===== src/rtl/counter_sequencer_pkg.sv =====
// Shared definitions for the counter sequencer: state encoding and tick-divider sizing.
package counter_sequencer_pkg;

  typedef enum logic [1:0] {
    StIdle  = 2'd0,
    StRun   = 2'd1,
    StPause = 2'd2,
    StDone  = 2'd3
  } state_e;

  function automatic int unsigned calc_div(input int unsigned clk_freq,
                                           input int unsigned tick_hz);
    return clk_freq / tick_hz;
  endfunction

  function automatic int unsigned div_width(input int unsigned div);
    return (div <= 1) ? 1 : $clog2(div);
  endfunction

endpackage


===== src/rtl/counter_sequencer_rate_divider.sv =====
// Free-running modulo-Div cycle counter; tick marks the last cycle of each period.
module rate_divider #(
  parameter int unsigned Div  = 4,
  parameter int unsigned CntW = 2
) (
  input  logic clock,
  input  logic reset,
  input  logic run,
  input  logic restart,
  output logic tick
);

  logic [CntW-1:0] cnt_q, cnt_d;
  logic            at_end;

  assign at_end = (cnt_q == CntW'(Div - 1));
  assign tick   = run && at_end;

  always_comb begin
    cnt_d = cnt_q;
    if (restart) begin
      cnt_d = '0;
    end else if (run) begin
      cnt_d = at_end ? '0 : cnt_q + 1'b1;
    end
  end

  always_ff @(posedge clock or posedge reset) begin
    if (reset) begin
      cnt_q <= '0;
    end else begin
      cnt_q <= cnt_d;
    end
  end

endmodule


===== src/rtl/counter_sequencer.sv =====
// Button-driven sequencer issuing enable/clear strobes to an external up-counter at a
// fixed tick rate, with one-shot and wrap-at-limit modes.
module counter_sequencer
  import counter_sequencer_pkg::*;
#(
  parameter int unsigned CLK_FREQ = 50000000,
  parameter int unsigned TICK_HZ  = 10,
  parameter int unsigned WIDTH    = 16
) (
  input  logic             clock,
  input  logic             reset,
  input  logic             start,
  input  logic             stop,
  input  logic             clear,
  input  logic             mode_wrap,
  input  logic [WIDTH-1:0] limit,
  input  logic [WIDTH-1:0] count_in,
  output logic             cnt_en,
  output logic             cnt_clr_n,
  output logic             running,
  output logic             done,
  output logic [1:0]       state
);

  localparam int unsigned Div  = calc_div(CLK_FREQ, TICK_HZ);
  localparam int unsigned DivW = div_width(Div);

  state_e state_q, state_d;
  logic   start_q, stop_q, clear_q;
  logic   cnt_en_q, cnt_en_d;
  logic   cnt_clr_n_q, cnt_clr_n_d;
  logic   start_ev, stop_ev, clear_ev;
  logic   div_run, div_restart, tick;
  logic   at_limit;

  assign start_ev = start && !start_q;
  assign stop_ev  = stop && !stop_q;
  assign clear_ev = clear && !clear_q;
  assign at_limit = (count_in == limit);

  // Divider advances in every RUN cycle, including the one where stop is seen.
  assign div_run = (state_q == StRun);

  rate_divider #(
    .Div  (Div),
    .CntW (DivW)
  ) u_rate_divider (
    .clock   (clock),
    .reset   (reset),
    .run     (div_run),
    .restart (div_restart),
    .tick    (tick)
  );

  always_comb begin
    state_d     = state_q;
    cnt_en_d    = 1'b0;
    cnt_clr_n_d = 1'b1;
    div_restart = 1'b0;
    if (clear_ev) begin
      state_d     = StIdle;
      cnt_clr_n_d = 1'b0;
      div_restart = 1'b1;
    end else begin
      case (state_q)
        StIdle: begin
          if (start_ev) begin
            state_d     = StRun;
            div_restart = 1'b1;
          end
        end
        StRun: begin
          // One-shot limit compare beats any tick in the same cycle.
          if (!mode_wrap && at_limit) begin
            state_d = StDone;
          end else begin
            if (tick) begin
              if (mode_wrap && at_limit) begin
                cnt_clr_n_d = 1'b0;
              end else begin
                cnt_en_d = 1'b1;
              end
            end
            if (stop_ev) begin
              state_d = StPause;
            end
          end
        end
        StPause: begin
          if (start_ev) begin
            state_d = StRun;
          end
        end
        StDone: ;
        default: state_d = StIdle;
      endcase
    end
  end

  always_ff @(posedge clock or posedge reset) begin
    if (reset) begin
      state_q     <= StIdle;
      start_q     <= 1'b0;
      stop_q      <= 1'b0;
      clear_q     <= 1'b0;
      cnt_en_q    <= 1'b0;
      cnt_clr_n_q <= 1'b0;
    end else begin
      state_q     <= state_d;
      start_q     <= start;
      stop_q      <= stop;
      clear_q     <= clear;
      cnt_en_q    <= cnt_en_d;
      cnt_clr_n_q <= cnt_clr_n_d;
    end
  end

  assign cnt_en    = cnt_en_q;
  assign cnt_clr_n = cnt_clr_n_q;
  assign running   = (state_q == StRun);
  assign done      = (state_q == StDone);
  assign state     = state_q;

endmodule


===== config.mk =====
export PLATFORM = sky130hd
export DESIGN_NAME = counter_sequencer
export DESIGN_NICKNAME = d
export VERILOG_FILES = /design/src/rtl/counter_sequencer_pkg.sv /design/src/rtl/counter_sequencer_rate_divider.sv /design/src/rtl/counter_sequencer.sv
export SDC_FILE = /design/constraint.sdc
export NUM_CORES = 1
export LEC_CHECK = 0
export ABC_CLOCK_PERIOD_IN_PS = 3900
export BUFFER_PORTS_ARGS = -buffer_cell sky130_fd_sc_hd__buf_2
export CAP_MARGIN = 20
export CORE_MARGIN = 2
export CORE_UTILIZATION = 35
export CTS_BUF_LIST = sky130_fd_sc_hd__clkbuf_4 sky130_fd_sc_hd__clkbuf_8
export DETAILED_ROUTE_END_ITERATION = 7
export PLACE_DENSITY = 0.52
export SLEW_MARGIN = 20
export SYNTH_ARGS = -nofsm -noshare
export SYNTH_HDL_FRONTEND = slang
export SYNTH_SLANG_ARGS = --single-unit

===== constraint.sdc =====
create_clock -name clock -period 3.9 [get_ports clock]
set_input_delay 0.195 -clock clock [delete_from_list [all_inputs] [get_ports clock]]
set_output_delay 0.195 -clock clock [all_outputs]
set_load 0.01 [all_outputs]

* After elaboration in Yosys (flattened, before gate mapping)
Index checks and enable logic that the tools add are counted.
** Word-level totals
- Bits in registers :: 30
- Latch bits :: 0
- Memory bits (writable) :: 0
- Bits in read-only memories :: 0
- Input port bits :: 38
- Output and inout port bits :: 6
- Logic and storage cells :: 50
- Memories :: 0
** Cells by class
- Add/subtract/negate cells :: 1
- Multipliers :: 0
- Divide/modulo/power cells :: 0
- $lt $le $gt $ge :: 0
- Eq/ne operators :: 7
- Shifts and indexed selects :: 0
- Muxes and demuxes :: 20
- Bitwise gates (word level) :: 0
- Reduce and logical (&&, ||, !) cells :: 15
** Operator list (number)
- 2-to-1 mux 23 bit :: 3
- adder 23 x 1 -> 23 bit (second input constant) :: 1
- == test 23 bit (second input constant) :: 1
- == test 16 bit :: 1
- 2-to-1 mux 1 bit :: 12
- 2-to-1 mux 2 bit :: 4
- logical AND 1 bit :: 6
- == test 2 bit (second input constant) :: 2
- zero test 1 bit :: 4
- inequality test 4 bit (second input constant) :: 1
- one-hot mux 2 bit (2 select lines) :: 1
- inequality test 3 x 1 -> 1 bit (second input constant) :: 1
- AND reduction 3 bit :: 1
- nonzero test 3 bit :: 1
- == test 2 x 1 -> 1 bit (second input constant) :: 1
- zero test 2 bit :: 1
- nonzero test 2 bit :: 1
- OR reduction 2 bit :: 1

* Longest topological paths before layout
Gate-level depths: netlist (run 1).
- Depth in word-level cells :: 7
- Depth in mapped cells :: 7
- Mapped depth without buffers :: 6

* By module
From an unflattened synthesis (run 1), not the netlist that was laid out.
** Unflattened totals
- Cell total of the unflattened synthesis :: 189
- Area total of the unflattened synthesis :: 1819.2 um^2
** Modules (own cells, without submodules)
- rate_divider :: instances 1, cells each 143, area each 1327.5 um^2
- counter_sequencer :: instances 1, cells each 46, area each 491.7 um^2

* Worst setup path after synthesis (run 1)
No wires, ideal clock.
- Kind :: register to register
- Start :: register u_rate_divider.cnt_q[0]
- End :: register u_rate_divider.cnt_q[6]
- Setup time :: 0.119 ns
- Arrival time :: 1.630 ns
- Slack :: 2.151 ns
- Stages on the path, launching flop included :: 8
- Buffers on the path :: 1
- Clock period less this slack :: 1.749 ns
- Cell sequence :: dfrtp_1 ha_1 nand3_4 nor4_4 nand4_2 o21bai_2 buf_6 nor2_1
** Between the ends
- Word-level cells in the longest chain between the ends :: 4
- Elaborated cells on any way between the ends :: 5
- Those cells by class :: add/sub: 1; eq/ne: 1; mux: 3
** RTL lines
- from (decl) :: RTL line counter_sequencer_rate_divider.sv:13 : logic [CntW-1:0] cnt_q, cnt_d;
- from (signal assigned) :: RTL line counter_sequencer_rate_divider.sv:32 : cnt_q <= cnt_d;
- adder 23 x 1 -> 23 bit / == test 23 bit (equally long branches) :: RTL line counter_sequencer_rate_divider.sv:24, counter_sequencer_rate_divider.sv:16
- 2-to-1 mux 23 bit (*) :: RTL line counter_sequencer_rate_divider.sv:24 : cnt_d = at_end ? '0 : cnt_q + 1'b1;
- 2-to-1 mux 23 bit (*) :: RTL line counter_sequencer_rate_divider.sv:23 : end else if (run) begin
- 2-to-1 mux 23 bit (*) :: RTL line counter_sequencer_rate_divider.sv:21 : if (restart) begin
Mark *: on every way between the ends. The rest lies on a longest branch, timed or not. The select of a mux whose other input is x is not followed.
A chain may end at the register's enable or synchronous reset.

* Worst setup path after layout (run 1)
- Start :: register u_rate_divider.cnt_q[0]
- End :: register u_rate_divider.cnt_q[16]
Same word-level chain as after synthesis.

==> results.sh, run 1 <==
export IMPL_hpwl_um=3140
export IMPL_yosysSeqAreaShare_pct=40.5
export IMPL_worstPathArrival_ps=2310
export IMPL_first_pass_iters=4
export IMPL_yosysUniqueCellTypes=47
export IMPL_gp_congestion=0.727
export IMPL_fin_hold_ws_ps=21.0
export IMPL_path_clk_slew_ps=70
export IMPL_grt_pass1_vias=1549
export IMPL_cp_end_kind="flip-flop"
export IMPL_multiInputGateArea_sq_um=1060
export IMPL_setup_tns_ps=0
export IMPL_rsz0062_at_grt="no"
export IMPL_port_buffer_count=43
export IMPL_final_fill_count=537
export IMPL_setup_viol=0
export IMPL_finalClockSkew_ps=3.26
export IMPL_hold_violations=0
export IMPL_layout_common_cells="buf_2 (43), dfrtp_1 (30), xnor2_1 (18)"
export IMPL_cts_buffers=5
export IMPL_htree_levels=2
export IMPL_async_reset_ff_share_pct=100
export IMPL_final_cells=305
export IMPL_maxSlewViolCount=0
export IMPL_synth_nets=226
export IMPL_layout_nets=273
export IMPL_area_growth_pct=20.8
export IMPL_antenna_found_initial=0
export IMPL_cts_tree="done"
export IMPL_regArea_sq_um=751
export IMPL_syn_area_sq_um=1850
export IMPL_irDropWorstVdd_uv=227
export IMPL_criticalPathCategory="flip-flop to flip-flop"
export IMPL_dieWidth_um=76.7
export IMPL_synth_seq_cells=30
export IMPL_postRouteAntennaNets=0
export IMPL_drt_iter0_markers=48
export IMPL_fin_crit_ps=2170
export IMPL_drive_gt1_share_pct=29.4
export IMPL_cts_buffer_depth=2
export IMPL_pin_count=44
export IMPL_slew_headroom_pct=55.8
export IMPL_die_h_um=76.7
export IMPL_crit_required_ps=4050
export IMPL_yosysWarnings=0
export IMPL_track_usage_pct=16.1
export IMPL_synth_flop_cell="dfrtp_1"
export IMPL_dp_cells=296
export IMPL_grt_pass1_wl_um=7450
export IMPL_viasPerCell=4.99
export IMPL_dieArea_sq_um=5890
export IMPL_maxCapViolations=0
export IMPL_antenna_cells=0
export IMPL_clk_latency_ps=290
export IMPL_cts_root_buffer="clkbuf_8"
export IMPL_syn_area_per_cell_sq_um=9.90
export IMPL_routed_wl_um=4270
export IMPL_status="finished clean"
export IMPL_grt_ovfl_total=0
export IMPL_worstPathMaxFanout=12
export IMPL_hp_class="input pin to flip-flop"
export IMPL_powerDensity_nw_per_um2=334
export IMPL_final_common_cell="buf_2"
export IMPL_drc=0
export IMPL_cts_resized=0
export IMPL_syn_inst=187
export IMPL_num_vias=1523
export IMPL_synth_edff_count=0
export IMPL_initial_core_util_pct=36.3
export IMPL_fin_crit_sh_pct=55.5
export IMPL_fmax_mhz=462
export IMPL_p_leak_uw=0.00100
export IMPL_grt_start_max_net_pins=31
export IMPL_coreArea_sq_um=5110
export IMPL_post_cts_buffers=0
export IMPL_start_kind="flip-flop"
export IMPL_tightest_slew_ps=663
export IMPL_cts_sinks=30
export IMPL_wl_per_cell_um=14.0
export IMPL_rows=26
[worst paths after layout]
kind                                               start  depth (start not counted)  slack [ps]                        to
worst max-delay path             u_rate_divider.cnt_q[0]                          6        1730  u_rate_divider.cnt_q[16]
worst min-delay path                                stop                          1          20                    stop_q
worst max register to register   u_rate_divider.cnt_q[0]                          6        1730  u_rate_divider.cnt_q[16]
worst min register to register  u_rate_divider.cnt_q[22]                          1         490  u_rate_divider.cnt_q[22]
max in group asynchronous                          reset                          4        3080  u_rate_divider.cnt_q[16]
min in group asynchronous                          reset                          4         520                  state[1]
[what timing repair did]
action                                 4_1_cts  5_1_grt
setup endpoints to repair                    0        0
hold buffers                                 1        0
endpoints found under the hold margin       30        0
[sequential cells by signal, summed over array words and instances, names as in the netlist]
register	flops
cnt_clr_n	1
u_rate_divider.cnt_q	23
state	2
cnt_en	1
clear_q	1
stop_q	1
start_q	1
[area by class of cell]
type / instances / share of cell area, %
Sequential cell: 30 / 33.6
Clock buffer: 7 / 4.03
Timing Repair Buffer: 45 / 10.4
Tap cell: 70 / 3.91
Inverter: 3 / 0.503
Clock inverter: 1 / 0.224
Multi-Input combinational cell: 149 / 47.4
[synth_stat cells (2+ instances only)]
library cell	instances	area, sq um
dfrtp_1	30	751
xnor2_1	18	158
nor2_1	14	52.6
nand2_1	12	45.0
nand4_1	10	62.6
nand3_1	9	45.0
xor2_1	9	78.8
a31oi_1	8	50.1
and3_1	7	43.8
a21oi_1	6	30.0
a41oi_1	5	43.8
nor2b_1	5	31.3
and2_1	4	25.0
nand2b_1	4	25.0
o21ai_0	4	20.0
buf_2	3	15.0
inv_1	3	11.3
a21oi_2	2	17.5
a22o_1	2	17.5
nand3_2	2	20.0
nor4_1	2	12.5
nor4b_1	2	17.5
o31ai_1	2	15.0
[layer usage]
metal / GRT usage, % / vias to the layer above / part of all wire (%)
li1: - / 782 / -
met5: 0 / - / 0
met1: 21.4 / 714 / 49
met2: 25.3 / 22 / 46
met3: 4.59 / 5 / 3.1
met4: 4.91 / 0 / 1.2
[kinds of logic (layout without fill, tap and decap cells)]
| kind of cell | count (synthesis) | after routing | synth area share (%) |
|---|---|---|---|
| adder cells (fa/ha/maj) | 1 | 1 | 0.676 |
| XOR/XNOR | 27 | 27 | 12.8 |
| AND/OR/NAND/NOR | 87 | 87 | 29.8 |
| flip-flops | 30 | 30 | 40.5 |
| buffers and inverters | 8 | 56 | 2.23 |
| AO/OA/AOI/OAI | 33 | 33 | 13.4 |
| multiplexers | 1 | 1 | 0.608 |
[worst max-delay path, stage by stage (launching register included)]
cell and delay [ps]:
dfrtp_1 390, ha_1 280, nand3_4 140, nor4_4 380
nand4_2 180, o21bai_2 490, o21ai_0 170
[power breakdown]
group          internal (uW)  leakage, uW  switching (uW)
logic                   55.2     0.000548            70.5
registers                328     0.000404            23.4
clock network            149    0.0000517             121
[through the flow]
| step | power [uW] | area [sq um] | utilization [%] | setup WS [ps] |
|---|---|---|---|---|
| after floorplan | 438 | 1850 | - | 2150 |
| after global placement | 483 | 2130 | 41.7 | 1770 |
| after detailed placement | 484 | 2130 | 41.7 | 1720 |
| after CTS | 758 | 2240 | 43.8 | 1700 |
| after global routing | 793 | 2240 | 43.8 | 1470 |
| final | 747 | 2240 | 43.8 | 1730 |
Note: power is estimated with default switching activity, not from simulation.
==> run 2, diff against run 1 <==
ABC_CLOCK_PERIOD_IN_PS = 1800   (was 3900)
PLACE_DENSITY = 0.54   (was 0.52)
clock period = 1.8 ns   (was 3.9 ns; I/O delays follow)
==> run 2 against run 1 <==
  * Global-route usage rose by 0.31 points
  * Power rose by 130%
  * Largest power group unchanged
  * First-iteration DRC count rose by 40%
  * Cell count rose by 9.8%
  * Critical path type unchanged
==> results.sh, run 2 (synthesis results as in run 1) <==
export IMPL_status="finished clean"
export IMPL_area_growth_pct=38.7
export IMPL_setup_viol=0
export IMPL_final_common_cell="buf_2"
export IMPL_regMostFlops="u_rate_divider.cnt_q"
export IMPL_cts_sinks=30
export IMPL_hpwl_um=3350
export IMPL_viasPerCell=4.95
export IMPL_clk_latency_ps=290
export IMPL_htree_levels=2
export IMPL_final_cells=335
export IMPL_cts_buffer_depth=2
export IMPL_postRouteAntennaNets=0
export IMPL_grt_pass1_vias=1660
export IMPL_dieArea_sq_um=5890
export IMPL_cts_buffers=5
export IMPL_total_power_uw=1730
export IMPL_cts_tree="done"
export IMPL_die_h_um=76.7
export IMPL_crit_required_ps=1970
export IMPL_rsz0062_at_grt="yes"
export IMPL_path_clk_slew_ps=70
export IMPL_slowest_stage="nor4_4"
export IMPL_coreArea_sq_um=5110
export IMPL_fmax_mhz=556
export IMPL_drt_iter0_markers=67
export IMPL_wl_per_cell_um=13.6
export IMPL_hp_class="input pin to flip-flop"
export IMPL_track_usage_pct=16.4
export IMPL_first_pass_iters=4
export IMPL_critPathBufInv=2
export IMPL_dieWidth_um=76.7
export IMPL_post_place_ws_ps=-18.6
export IMPL_rows=26
export IMPL_ff2ff_setup_slack_ps=0.9
export IMPL_criticalPathCategory="flip-flop to flip-flop"
export IMPL_fin_area_sq_um=2570
export IMPL_fin_hold_ws_ps=112
export IMPL_slowest_delay_ps=370
export IMPL_path_delay_family="simple AND/OR/NAND/NOR gates"
export IMPL_maxCapViolations=0
export IMPL_largest_reg_flops=23
export IMPL_pin_count=44
export IMPL_fin_crit_sh_pct=99.9
export IMPL_powerDensity_nw_per_um2=674
export IMPL_cts_root_buffer="clkbuf_8"
export IMPL_dpl_instance_area_sq_um=2340
export IMPL_crit_path_cell_trace="ha_2, nand3_4, nor4_4, buf_4, a21oi_4, buf_12, mux2_2"
export IMPL_irDropWorstVdd_uv=554
export IMPL_worstPathMaxFanout=7
export IMPL_layout_common_cells="buf_2 (43), dfrtp_1 (30), buf_4 (25)"
export IMPL_worstPathArrival_ps=1970
export IMPL_grt_ovfl_total=0
export IMPL_drive_gt1_share_pct=38.1
export IMPL_cp_end_kind="flip-flop"
export IMPL_hold_violations=0
export IMPL_gp_congestion=0.803
export IMPL_grt_start_max_net_pins=31
export IMPL_num_vias=1657
export IMPL_tightest_slew_ps=652
export IMPL_initial_core_util_pct=36.3
export IMPL_finalClockSkew_ps=4.21
export IMPL_drc=0
export IMPL_antenna_found_initial=0
export IMPL_routed_wl_um=4550
export IMPL_worst_slack_ps=0.943
export IMPL_layout_nets=303
export IMPL_grt_pass1_wl_um=7770
export IMPL_antenna_cells=0
export IMPL_fin_crit_ps=1800
export IMPL_slew_headroom_pct=56.1
export IMPL_start_kind="flip-flop"
export IMPL_port_buffer_count=43
export IMPL_p_leak_uw=0.00117
export IMPL_dp_cells=320
export IMPL_maxSlewViolCount=0
run 2: cell types whose count changed in the layout (fill, tap and decap cells not counted), moves of 2 or more:
cell / change
a41oi_1: -2
a41oi_2: +2
buf_12: +2
buf_4: +24
dlygate4sd3_1: +3
run 2: timing repair:
| action | CTS | global route |
|---|---|---|
| setup buffers | 0 | 2 |
| hold buffers | 4 | 0 |
| cloned | 0 | 1 |
| endpoints found under the hold margin | 33 | 0 |
| resized for setup | 2 | 7 |
| setup endpoints to repair | 1 | 20 |
| pin swaps | 3 | 5 |
run 2: worst min-delay path: stages:
cell and delay, ps:
buf_2 90, nand2_1 40, nor2_1 80, a21oi_1 70
run 2: metrics by stage:
stage / utilization (%) / setup TNS (ps)
2_1_floorplan: - / 0
3_3_place_gp: 45.8 / 0
3_5_place_dp: 45.8 / -18.6
4_1_cts: 48.9 / 0
5_1_grt: 50.3 / -1120
6_report: 50.3 / 0
run 2: layer usage:
layer	part of all wire (%)	global-route usage (%)
met5	0	0
met4	1.2	4.55
met3	4.9	4.47
met2	47	26.8
met1	47	21.3
run 2: final timing paths:
kind	start	endpoint	cells past startpoint
max reg2reg	u_rate_divider.cnt_q[1]	u_rate_divider.cnt_q[0]	7
min reg2reg	u_rate_divider.cnt_q[22]	u_rate_divider.cnt_q[22]	1
max in group asynchronous	reset	u_rate_divider.cnt_q[14]	4
max	u_rate_divider.cnt_q[1]	u_rate_divider.cnt_q[0]	7
min	mode_wrap	cnt_clr_n	4
min in group asynchronous	reset	clear_q	4
run 2: final cells by class:
| class | count | area [sq um] |
|---|---|---|
| tap | 70 | 87.6 |
| clock buffer | 6 | 82.6 |
| fill | 494 | 2540 |
| inverter | 3 | 11.3 |
| clock inverter | 2 | 12.5 |
| timing repair buffer | 75 | 508 |
| sequential | 30 | 751 |
| multi-input combinational | 149 | 1120 |
run 2: report_power, final:
group          total (uW)  internal [uW]  switching, uW
logic                 394            206            188
clock network         580            307            273
registers             758            711           46.3
total                1730           1220            507
==> run 3, diff against run 2 <==
BUFFER_PORTS_ARGS = not set   (was -buffer_cell sky130_fd_sc_hd__buf_2)
DONT_BUFFER_PORTS = 1   (was not set)
PLACE_DENSITY = 0.47   (was 0.54)
==> run 3 against run 2 <==
  * Fmax increased by 2.8%
  * Critical path type unchanged
  * Hold slack worse by 90 ps
  * Global-route usage shrank 1.1 points
  * Highest routed layer unchanged
  * Cell count is 15% lower
  * Register-to-register slack gained 50 ps
  * Utilization down 4.4 points
  * Critical path depth is 2 lower
  * Critical endpoint is now u_rate_divider.cnt_q[10]
  * Setup slack gained 49 ps
  * First-iteration DRC count down 42%
==> results.sh, run 3 (synthesis results as in run 1) <==
export IMPL_initial_core_util_pct=36.3
export IMPL_track_usage_pct=15.3
export IMPL_setup_tns_ps=0
export IMPL_fin_hold_ws_ps=22.0
export IMPL_irDropWorstVdd_uv=323
export IMPL_fin_area_sq_um=2340
export IMPL_start_kind="flip-flop"
export IMPL_viasPerCell=5.40
export IMPL_cts_buffers=5
export IMPL_coreArea_sq_um=5110
export IMPL_cts_root_buffer="clkbuf_8"
export IMPL_maxSlewViolCount=0
export IMPL_hpwl_um=3270
export IMPL_first_pass_iters=4
export IMPL_setup_viol=0
export IMPL_cts_tree="done"
export IMPL_dieWidth_um=76.7
export IMPL_die_h_um=76.7
export IMPL_drc=0
export IMPL_worstPathArrival_ps=1920
export IMPL_rsz0062_at_grt="yes"
export IMPL_fmax_mhz=571
export IMPL_crit_required_ps=1970
export IMPL_antenna_found_initial=0
export IMPL_fin_crit_sh_pct=97.2
export IMPL_area_growth_pct=26.6
export IMPL_dieArea_sq_um=5890
export IMPL_hold_violations=0
export IMPL_routed_wl_um=4430
export IMPL_finalClockSkew_ps=10.5
export IMPL_final_common_cell="dfrtp_1"
export IMPL_gp_congestion=0.757
export IMPL_path_clk_slew_ps=60
export IMPL_tightest_slew_ps=435
export IMPL_cts_sinks=30
export IMPL_num_vias=1544
export IMPL_wl_per_cell_um=15.5
export IMPL_drt_iter0_markers=39
export IMPL_worstPathMaxFanout=5
export IMPL_grt_pass1_vias=1591
export IMPL_rows=26
export IMPL_slew_headroom_pct=70.8
export IMPL_port_buffer_count=0
export IMPL_layout_nets=254
export IMPL_fin_crit_ps=1750
export IMPL_powerDensity_nw_per_um2=742
export IMPL_clk_latency_ps=280
export IMPL_antenna_cells=0
export IMPL_grt_pass1_wl_um=7270
export IMPL_final_util_pct=45.9
export IMPL_hp_class="input pin to flip-flop"
export IMPL_dpl_instance_area_sq_um=2070
export IMPL_grt_start_max_net_pins=31
export IMPL_grt_ovfl_total=0
export IMPL_postRouteAntennaNets=0
export IMPL_cp_end_kind="flip-flop"
export IMPL_regMostFlops="u_rate_divider.cnt_q"
export IMPL_drive_gt1_share_pct=26.9
export IMPL_total_power_uw=1740
export IMPL_maxCapViolations=0
export IMPL_htree_levels=2
export IMPL_layout_common_cells="dfrtp_1 (30), buf_4 (20), xnor2_1 (18)"
export IMPL_criticalPathCategory="flip-flop to flip-flop"
export IMPL_pin_count=44
export IMPL_p_leak_uw=0.000979
export IMPL_cts_buffer_depth=2
export IMPL_largest_reg_flops=23
export IMPL_status="finished clean"
-- run 3: what timing repair did --
| item | in CTS | in global routing |
|---|---|---|
| pin swaps | 2 | 6 |
| endpoints found under the hold margin | 33 | 0 |
| gates cloned | 0 | 1 |
| hold buffers | 4 | 0 |
| setup buffers | 0 | 1 |
| setup endpoints to repair | 18 | 17 |
| gates resized for setup | 3 | 14 |
-- run 3: critical path: stages (launching register included) --
cell,delay [ps]
dfrtp_1,380
or3b_4,430
a311oi_4,450
nand4_1,160
xor2_1,160
nor2_1,50
-- run 3: layout make-up --
type                       count  area (sq um)
fill                         503          2760
multi-input combinational    150          1170
sequential                    30           751
timing repair buffer          25           210
tap                           70          87.6
clock buffer                   5          68.8
clock inverter                 3          40.0
inverter                       3          11.3
-- run 3: layer usage --
metal | GRT usage (%) | part of all wire, %
met5 | 0 | 0
met4 | 4.18 | 0.32
met3 | 3.65 | 6.8
met2 | 27.0 | 51
met1 | 18.6 | 42
-- run 3: power breakdown --
group          total (uW)  switching, uW  internal (uW)  leakage, uW
Sequential            765           53.5            712     0.000404
Clock                 659            252            407    0.0000579
Combinational         314            164            150     0.000517
-- run 3: metrics by stage --
step           setup slack, ps  cells
3_3_place_gp              26.3    272
2_1_floorplan             51.5    187
6_report                  49.7    286
5_1_grt                  -59.5    286
4_1_cts                  -35.8    284
3_5_place_dp             -66.1    272
-- run 3: final timing paths --
kind | startpoint | endpoint | slack, ps | cells past startpoint
max in group asynchronous | reset | u_rate_divider.cnt_q[11] | 1190 | 3
worst max-delay path | state[1] | u_rate_divider.cnt_q[10] | 50 | 5
worst min register to register | u_rate_divider.cnt_q[22] | u_rate_divider.cnt_q[22] | 510 | 1
worst min-delay path | mode_wrap | cnt_clr_n | 20 | 3
min in group asynchronous | reset | u_rate_divider.cnt_q[18] | 320 | 3
worst max register to register | state[1] | u_rate_divider.cnt_q[10] | 50 | 5
